**src/rtl/pipe_stage_reg.sv**
```systemverilog
`default_nettype none
// ============================================================================
//  Module   : pipe_stage_reg
//  Brief    : Generic inter-stage pipeline register with a valid/ready
//             handshake, flush-to-bubble and a global rdy freeze.
//             With PIPE_SKID_EN defined, a second (skid) entry is added so
//             that in_ready is a pure registered-state decode.
//             With PIPE_SKID_EN undefined, the stage holds a single beat and
//             in_ready looks combinationally at out_ready.
//  Revision : 1.0 - initial release
// ============================================================================
module pipe_stage_reg #(
    parameter int                DATA_W = 128,
    parameter logic [DATA_W-1:0] BUBBLE = {DATA_W{1'b0}}
) (
    input  logic              clk,
    input  logic              rst_n,
    input  logic              rdy,
    input  logic              flush,
    input  logic              in_valid,
    output logic              in_ready,
    input  logic [DATA_W-1:0] in_data,
    output logic              out_valid,
    input  logic              out_ready,
    output logic [DATA_W-1:0] out_data,
    output logic [1:0]        occupancy
);

    // ------------------------------------------------------------------------
    // State encoding doubles as the occupancy count.
    // ------------------------------------------------------------------------
`ifdef PIPE_SKID_EN
    typedef enum logic [1:0] {
        ST_EMPTY = 2'd0,
        ST_ONE   = 2'd1,
        ST_FULL  = 2'd2
    } state_t;
`else
    typedef enum logic [1:0] {
        ST_EMPTY = 2'd0,
        ST_ONE   = 2'd1
    } state_t;
`endif

    state_t            state_q;
    state_t            state_d;
    logic [DATA_W-1:0] main_q;
    logic [DATA_W-1:0] main_d;
`ifdef PIPE_SKID_EN
    logic [DATA_W-1:0] skid_q;
    logic [DATA_W-1:0] skid_d;
`endif

    logic w_in_fire;
    logic w_out_fire;

    // ------------------------------------------------------------------------
    // Output decode. The head beat always lives in main; main is forced back
    // to BUBBLE whenever the stage empties, the mux just makes that explicit.
    // ------------------------------------------------------------------------
    assign out_valid = (state_q != ST_EMPTY);
    assign out_data  = out_valid ? main_q : BUBBLE;
    assign occupancy = state_q;

`ifdef PIPE_SKID_EN
    // Upstream ready depends only on held state: the skid slot absorbs the
    // beat that arrives while downstream is stalling.
    assign in_ready  = rst_n & rdy & (state_q != ST_FULL);
`else
    // Single entry: a new beat may only enter if the head leaves this cycle.
    assign in_ready  = rst_n & rdy & (~out_valid | out_ready);
`endif

    assign w_in_fire  = rdy & in_valid & in_ready;
    assign w_out_fire = rdy & out_valid & out_ready;

    // Next-state and next-data selection; flush overrides every transition.
    always_comb begin
        state_d = state_q;
        main_d  = main_q;
`ifdef PIPE_SKID_EN
        skid_d  = skid_q;
`endif
        if (rdy) begin
            if (flush) begin
                // Any same-cycle in_fire is dropped; an out_fire is still
                // taken by downstream since out_valid was presented.
                state_d = ST_EMPTY;
                main_d  = BUBBLE;
`ifdef PIPE_SKID_EN
                skid_d  = BUBBLE;
`endif
            end else begin
                case (state_q)
                    ST_EMPTY: begin
                        if (w_in_fire) begin
                            state_d = ST_ONE;
                            main_d  = in_data;
                        end
                    end
                    ST_ONE: begin
                        if (w_in_fire && w_out_fire) begin
                            state_d = ST_ONE;
                            main_d  = in_data;
                        end else if (w_in_fire) begin
`ifdef PIPE_SKID_EN
                            // Head is stalled: park the new beat behind it.
                            state_d = ST_FULL;
                            skid_d  = in_data;
`else
                            // Unreachable: in_ready requires out_ready here.
                            state_d = ST_ONE;
`endif
                        end else if (w_out_fire) begin
                            state_d = ST_EMPTY;
                            main_d  = BUBBLE;
                        end
                    end
`ifdef PIPE_SKID_EN
                    ST_FULL: begin
                        // in_ready is low in FULL, so only a drain can occur.
                        if (w_out_fire) begin
                            state_d = ST_ONE;
                            main_d  = skid_q;
                            skid_d  = BUBBLE;
                        end
                    end
`endif
                    default: begin
                        state_d = ST_EMPTY;
                        main_d  = BUBBLE;
`ifdef PIPE_SKID_EN
                        skid_d  = BUBBLE;
`endif
                    end
                endcase
            end
        end
    end

    // State and payload registers: async clear, frozen while rdy is low.
    always_ff @(posedge clk or negedge rst_n) begin
        if (!rst_n) begin
            state_q <= ST_EMPTY;
            main_q  <= BUBBLE;
`ifdef PIPE_SKID_EN
            skid_q  <= BUBBLE;
`endif
        end else if (rdy) begin
            state_q <= state_d;
            main_q  <= main_d;
`ifdef PIPE_SKID_EN
            skid_q  <= skid_d;
`endif
        end
    end

endmodule
`default_nettype wire

```
**config.mk**
```make
export PLATFORM = sky130hd
export DESIGN_NAME = pipe_stage_reg
export DESIGN_NICKNAME = d
export VERILOG_FILES = /design/src/rtl/pipe_stage_reg.sv
export SDC_FILE = /design/constraint.sdc
export NUM_CORES = 1
export LEC_CHECK = 0
export ABC_AREA = 0
export ABC_CLOCK_PERIOD_IN_PS = 2300
export CAP_MARGIN = 20
export CORE_MARGIN = 5
export CORE_UTILIZATION = 44
export CTS_CLUSTER_SIZE = 20
export DETAILED_ROUTE_END_ITERATION = 16
export PLACE_DENSITY = 0.86
export SYNTH_ARGS = -nofsm -noshare
export SYNTH_HDL_FRONTEND = slang
export SYNTH_SLANG_ARGS = --single-unit
```
**constraint.sdc**
```tcl
create_clock -name clk -period 2.3 [get_ports clk]
set_input_delay 0.46 -clock clk [delete_from_list [all_inputs] [get_ports clk]]
set_output_delay 0.46 -clock clk [all_outputs]
set_load 0.01 [all_outputs]
```
Word level (Yosys, flattened, before mapping)
Index checks and enable logic that the tools add are counted.
{"block": "totals", "reg_bits": 130, "latchBits": 0, "ramBits": 0, "romBits": 0, "in_bits": 134, "elab_cells": 33, "mem_count": 0}
{"block": "op_classes", "n_addsub": 0, "mul": 0, "div": 0, "order_cmp": 0, "n_eq_ne": 5, "shifts": 0, "muxes": 13, "bitwise_logic": 8, "reduce_logical": 5}
{"operator": "$mux 128", "n": 6}
{"operator": "$pmux 128 s2", "n": 1}
{"operator": "$mux 2", "n": 5}
{"operator": "$ne 4x4->1 const B", "n": 2}
{"operator": "$and 1x1->1", "n": 6}
{"operator": "$ne 5x5->1 const B", "n": 1}
{"operator": "$pmux 2 s2", "n": 1}
{"operator": "$reduce_and 4->1", "n": 1}
{"operator": "$ne 3x3->1 const B", "n": 1}
{"operator": "$reduce_and 3->1", "n": 1}
{"operator": "$eq 2x1->1 const B", "n": 1}
{"operator": "$logic_not 2->1", "n": 1}
{"operator": "$reduce_bool 2->1", "n": 1}
{"operator": "$logic_and 1x1->1", "n": 1}
{"operator": "$not 1->1", "n": 1}
{"operator": "$or 1x1->1", "n": 1}

Longest topological paths before layout
Gate-level depths: netlist of the first run.
{"block": "depth", "ltp_word": 9, "mapped_depth": 5, "mapped_depth_nobuf": 3}

Worst setup path after synthesis of the first run
Ideal clock, no wire load.
{"block": "synth_path", "path_type": "register to output", "startpoint": "register state_q[0], in the netlist occupancy[0]", "endpoint": "output port out_data[100]", "arrival_ns": 1.159, "required_time_ns": 1.840, "path_slack_ns": 0.681, "stages_incl_launch_ff": 4, "n_path_buf": 2, "cell_sequence": "dfrtp_1 -> clkbuf_1 -> clkbuf_1 -> and2_1"}
{"block": "synth_between", "elab_chain_len": 2}
{"element": "start, declared", "line_no": "45", "source": "state_t state_q;"}
{"element": "start signal, assigned", "line_no": "150", "source": "state_q <= state_d;"}
{"element": "$reduce_bool 2->1", "line_no": "61", "source": "assign out_valid = (state_q != ST_EMPTY);"}
{"element": "$mux 128", "line_no": "62", "source": "assign out_data = out_valid ? main_q : BUBBLE;"}
{"element": "end, declared", "line_no": "25", "source": "output logic [DATA_W-1:0] out_data,"}
No other way between the ends.

Worst setup path in the final report of the first run
{"block": "layout_path", "startpoint": "register state_q[0], in the netlist occupancy[0]", "endpoint": "output port out_data[43]"}
Same word-level chain as after synthesis.

==> results.sh, run 1 <==
export IMPL_status="completed"
export IMPL_reg2reg_depth=6
export IMPL_clock_sinks=129
export IMPL_grt_max_degree=130
export IMPL_first_pass_iters=4
export IMPL_ant_nets=0
export IMPL_core_area_mm2=0.0121
export IMPL_ys_seq_area_frac=0.593
export IMPL_num_vias=4609
export IMPL_track_usage=0.231
export IMPL_regArea_mm2=0.00323
export IMPL_yosysWarningCount=0
export IMPL_synth_largest_area_cell="dfrtp_1"
export IMPL_fillers=889
export IMPL_crit_end="out_data[43]"
export IMPL_p_leak_nw=4.39
export IMPL_dieArea_mm2=0.0147
export IMPL_grtUsageMet2=0.370
export IMPL_switching_share=0.231
export IMPL_clock_root_buffer="clkbuf_16"
export IMPL_multi_input_area_mm2=0.00201
export IMPL_io_buffers=264
export IMPL_use_met3=0.0807
export IMPL_grt_setup_unrepaired="false"
export IMPL_finClkSkew_ps=12.0
export IMPL_clk_path_buf_depth=2
export IMPL_cts_max_level=4
export IMPL_cts_buffers=17
export IMPL_worstSetupEndpointType="output port"
export IMPL_ys_top_cells_by_area="dfrtp_1, a22o_1, and2_1"
export IMPL_die_w_um=121
export IMPL_rr_startpoint="occupancy[0]"
export IMPL_synth_distinct_cells=17
export IMPL_relSlewSlack=0.511
export IMPL_start_kind="flop"
export IMPL_routedWlPerCell_um=20.1
export IMPL_gr_total_overflow=0
export IMPL_cts_tree="done"
export IMPL_rows=40
export IMPL_start_util=0.451
export IMPL_critical_path_required_ps=1840
export IMPL_netlist_instances=441
export IMPL_maxSlewViolCount=0
export IMPL_place_congestion=0.834
export IMPL_hold_class="in2async"
export IMPL_worstMarginPinSlew_ps=733
export IMPL_peakVddDrop_mv=0.389
export IMPL_layout_drive_gt1_share=0.0612
export IMPL_grt_antenna_before_repair=0
export IMPL_path_clk_slew_ps=60
export IMPL_clkPwrFrac=0.433
export IMPL_crit_path_max_fanout=47
export IMPL_dp_hpwl_mm=11.7
export IMPL_avgSynthCellArea_um2=12.3
export IMPL_regToRegSetupSlack_ps=380
export IMPL_synth_top_area_share=0.593
export IMPL_criticalPathCategory="reg2out"
export IMPL_startpoint="occupancy[0]"
export IMPL_layout_commonest_cell="clkdlybuf4s50_1"
export IMPL_crit_arrival_ps=1790
export IMPL_synth_area_mm2=0.00544
export IMPL_drc=0
export IMPL_p_switching_mw=1.30
export IMPL_intPower_mw=4.34
export IMPL_fmax_mhz=445
export IMPL_insertedDiodeCount=0
export IMPL_grt_pass1_wl_mm=26.2
export IMPL_hold_viol_final=0
export IMPL_clock_latency_ps=420
export IMPL_busiest_layer="met2"
export IMPL_seq_power_share=0.441
export IMPL_syn_nets=575
export IMPL_powerDensity_mw_per_mm2=643
export IMPL_drtIter0Drc=362
export IMPL_finalPower_mw=5.64
export IMPL_grtUsageMet1=0.274
export IMPL_reg2reg_to="main_q[103]"
export IMPL_finalSetupViolations=0
export IMPL_syn2layout_area_growth_pct=61.3
export IMPL_wirelength_mm=17.5
export IMPL_cap_violations=0
export IMPL_chipHeight_um=121
export IMPL_fin_nets=826
export IMPL_vias_per_cell=5.29
export IMPL_fin_cells=871
export IMPL_grt_pass1_vias=4952
export IMPL_io_pins=266
export IMPL_ys_seq_elements=129
export IMPL_dp_cells=838
export IMPL_fin_crit_ps=2250
export IMPL_period_share=0.977
export IMPL_combPwrFrac=0.126
export IMPL_most_common_layout_cells="clkdlybuf4s50_1, and2_1, a22o_1, dfrtp_1, dlygate4sd2_1"
==> per-stage QoR <==
stage	instance area, um2	util	TNS (ps)	hold slack, ps	worst slack, ps
after floorplan	5440	-	0	164	681
after global placement	8230	0.683	0	479	72.3
after detailed placement	8230	0.683	0	483	84.3
after CTS	8690	0.720	-1050	224	-78.8
after global routing	8780	0.728	0	245	1.59
final	8780	0.728	0	130	53.4
==> power groups by stage <==
stage                     Sequential (mW)  Clock (mW)  Combinational, mW
after floorplan                      2.50           0              0.285
after global placement               2.51           0              0.681
after detailed placement             2.52           0              0.705
after CTS                            2.49        2.49              0.696
after global routing                 2.50        2.61              0.768
final                                2.49        2.44              0.713
==> state kept, by name, summed over array words and instances (netlist names) <==
register   flops
main_q       128
occupancy      1
==> cells by family after synthesis <==
group | share of synthesized area
buf+inv | 0.0418
flops | 0.593
simple gates | 0.151
other cells | 0.000689
compound gates | 0.213
==> critical path: stages (launching register included) <==
cell,delay (ps)
dfrtp_2,420
buf_12,200
and2_1,150
clkdlybuf4s50_1,570
==> layer usage <==
layer,part of all wire,routed length [um]
met1,0.39,6780
met2,0.49,8540
met3,0.085,1490
met4,0.038,670
met5,0,0
==> worst min-delay path by stage <==
| stage | startpoint | to | slack (ps) | cells past startpoint |
|---|---|---|---|---|
| detailed placement | main_q[57] | main_q[57] | 480 | 1 |
| global route | rst_n | main_q[8] | 240 | 2 |
| CTS | rst_n | main_q[3] | 220 | 2 |
| global placement | main_q[31] | main_q[31] | 480 | 1 |
| finish | rst_n | main_q[3] | 130 | 2 |
| floorplan | rst_n | main_q[0] | 160 | 0 |
==> final cells by class <==
| cell class | count | area share |
|---|---|---|
| Clock buffer | 22 | 0.0529 |
| Inverter | 1 | 0.000428 |
| Clock inverter | 8 | 0.00741 |
| Timing Repair Buffer | 276 | 0.319 |
| Tap cell | 168 | 0.0239 |
| Multi-Input combinational cell | 267 | 0.229 |
| Sequential cell | 129 | 0.368 |
==> cells in the mapped netlist, drive strengths merged <==
| cell | number |
|---|---|
| clkbuf | 21 |
| a211oi | 1 |
| nand2b | 1 |
| a22o | 128 |
| inv | 1 |
| dfrtp | 129 |
| o21ai | 3 |
| conb | 1 |
| a21o | 1 |
| and2 | 128 |
| a21oi | 1 |
| and3b | 1 |
| nand2 | 2 |
| buf | 23 |
==> timing repair <==
item,CTS,global route
setup endpoints to repair,121,68
setup buffers,0,1
cloned,0,2
hold buffers,0,0
pin swaps,0,0
gates resized for setup,62,11
Power figures use the tool's default switching activity.
==> run 2, diff against run 1 <==
--- a/config.mk
+++ b/config.mk
@@ -9,10 +9,9 @@
 export ABC_CLOCK_PERIOD_IN_PS = 2300
 export CAP_MARGIN = 20
 export CORE_MARGIN = 5
-export CORE_UTILIZATION = 44
+export CORE_UTILIZATION = 30
 export CTS_CLUSTER_SIZE = 20
 export DETAILED_ROUTE_END_ITERATION = 16
-export PLACE_DENSITY = 0.86
 export SYNTH_ARGS = -nofsm -noshare
 export SYNTH_HDL_FRONTEND = slang
 export SYNTH_SLANG_ARGS = --single-unit
==> run 2 against run 1 <==
  * Global-route usage is 7.5 points lower
  * Critical path depth did not move
  * Count of clock-buffer cells in the layout grew 4
  * Clock skew fell by 4.0 ps
  * Critical endpoint is now out_data[35]
  * Largest power group is now the clock network
  * Highest routed layer unchanged
==> results.sh, run 2 (same netlist as run 1, synthesis figures left out) <==
export IMPL_grt_antenna_before_repair=0
export IMPL_grt_setup_unrepaired="false"
export IMPL_most_common_layout_cells="clkdlybuf4s50_1, and2_1, a22o_1, dfrtp_1, dlygate4sd2_1"
export IMPL_wirelength_mm=16.9
export IMPL_grt_pass1_wl_mm=25.6
export IMPL_clock_sinks=129
export IMPL_cpMaxStageDelayCell="clkdlybuf4s50_1"
export IMPL_clock_latency_ps=400
export IMPL_dp_slack_ps=99.8
export IMPL_crit_chain="buf_2 > and2_1 > clkdlybuf4s50_1"
export IMPL_layout_commonest_cell="clkdlybuf4s50_1"
export IMPL_finalPower_mw=5.87
export IMPL_hold_class="in2async"
export IMPL_finClkSkew_ps=8.05
export IMPL_path_delay_family="buffers and inverters"
export IMPL_path_clk_slew_ps=60
export IMPL_setup_ws_ps=123
export IMPL_dp_hpwl_mm=11.6
export IMPL_critical_path_buf_inv_count=2
export IMPL_finalSetupViolations=0
export IMPL_grt_max_degree=130
export IMPL_powerDensity_mw_per_mm2=654
export IMPL_cts_max_level=4
export IMPL_status="completed"
export IMPL_die_w_um=145
export IMPL_fin_cells=937
export IMPL_startpoint="occupancy[0]"
export IMPL_crit_path_max_fanout=6
export IMPL_maxSlewViolCount=0
export IMPL_crit_arrival_ps=1720
export IMPL_cpPeakStageDelay_ps=580
export IMPL_routedWlPerCell_um=18.0
export IMPL_chipHeight_um=145
export IMPL_io_pins=266
export IMPL_dieArea_mm2=0.0209
export IMPL_worstSetupEndpointType="output port"
export IMPL_hold_viol_final=0
export IMPL_fin_crit_ps=2180
export IMPL_fmax_mhz=459
export IMPL_cts_buffers=17
export IMPL_vias_per_cell=4.74
export IMPL_hold_slack_ps=179
export IMPL_largest_reg_flops=128
export IMPL_worstMarginPinSlew_ps=694
export IMPL_regMostFlops="main_q"
export IMPL_drtIter0Drc=163
export IMPL_gr_total_overflow=0
export IMPL_ant_nets=0
export IMPL_num_vias=4439
export IMPL_drc=0
export IMPL_io_buffers=264
export IMPL_layout_drive_gt1_share=0.0678
export IMPL_rr_startpoint="occupancy[0]"
export IMPL_finish_utilization=0.502
export IMPL_cts_tree="done"
export IMPL_dp_cells=902
export IMPL_core_area_mm2=0.0179
export IMPL_period_share=0.946
export IMPL_clk_path_buf_depth=2
export IMPL_critical_path_required_ps=1840
export IMPL_cap_violations=0
export IMPL_fin_nets=831
export IMPL_place_congestion=0.762
export IMPL_start_util=0.304
export IMPL_clock_root_buffer="clkbuf_16"
export IMPL_insertedDiodeCount=0
export IMPL_grt_pass1_vias=4747
export IMPL_p_leak_nw=4.98
export IMPL_peakVddDrop_mv=0.431
export IMPL_syn2layout_area_growth_pct=65.0
export IMPL_first_pass_iters=4
export IMPL_track_usage=0.157
export IMPL_criticalPathCategory="reg2out"
export IMPL_start_kind="flop"
export IMPL_rows=49
export IMPL_relSlewSlack=0.537
run 2: where the power goes:
group          switching, mW  internal [mW]
sequential            0.0720           2.41
combinational          0.293          0.420
clock                  0.916           1.76
total                   1.28           4.59
run 2: per-stage QoR:
step / area [um2] / setup TNS (ps)
4_1_cts: 8900 / -114
3_5_place_dp: 8350 / 0
5_1_grt: 8980 / 0
2_1_floorplan: 5440 / 0
3_3_place_gp: 8350 / 0
6_report: 8980 / 0
run 2: timing repair:
item / 4_1_cts / 5_1_grt
buffers inserted: 4 / 0
gates resized for setup: 96 / 31
hold buffers: 0 / 0
gates cloned: 1 / 0
endpoints found under the setup margin: 120 / 30
hold endpoints to repair: 0 / 0
run 2: worst paths after layout:
| check | endpoint | slack (ps) | cells after the start |
|---|---|---|---|
| worst max-delay path | out_data[35] | 120 | 3 |
| worst max register to register | main_q[63] | 240 | 6 |
| max in group asynchronous | main_q[52] | 1600 | 2 |
| worst min register to register | main_q[37] | 500 | 1 |
| min in group clk | main_q[37] | 500 | 1 |
| worst min-delay path | main_q[6] | 180 | 2 |
run 2: layer usage:
layer	track usage	up-vias	wire length, um
met1	0.196	2171	6970
met4	0.0442	0	171
met2	0.266	167	8410
li1	-	2085	-
met5	0	-	0
met3	0.0457	16	1320
run 2: cell type report:
cell class	instances	area, um2
timing repair buffer	281	2860
inverter	1	3.75
tap	229	287
fill	1634	8920
sequential	129	3230
multi-input combinational	267	2010
clock buffer	26	519
clock inverter	4	72.6
run 2: worst reg2reg max path, stage by stage, from the launching register on:
cell     delay, ps
dfrtp_4        480
buf_12         160
buf_12         150
a21o_1         180
o21ai_4        160
buf_4          540
a22o_1         310
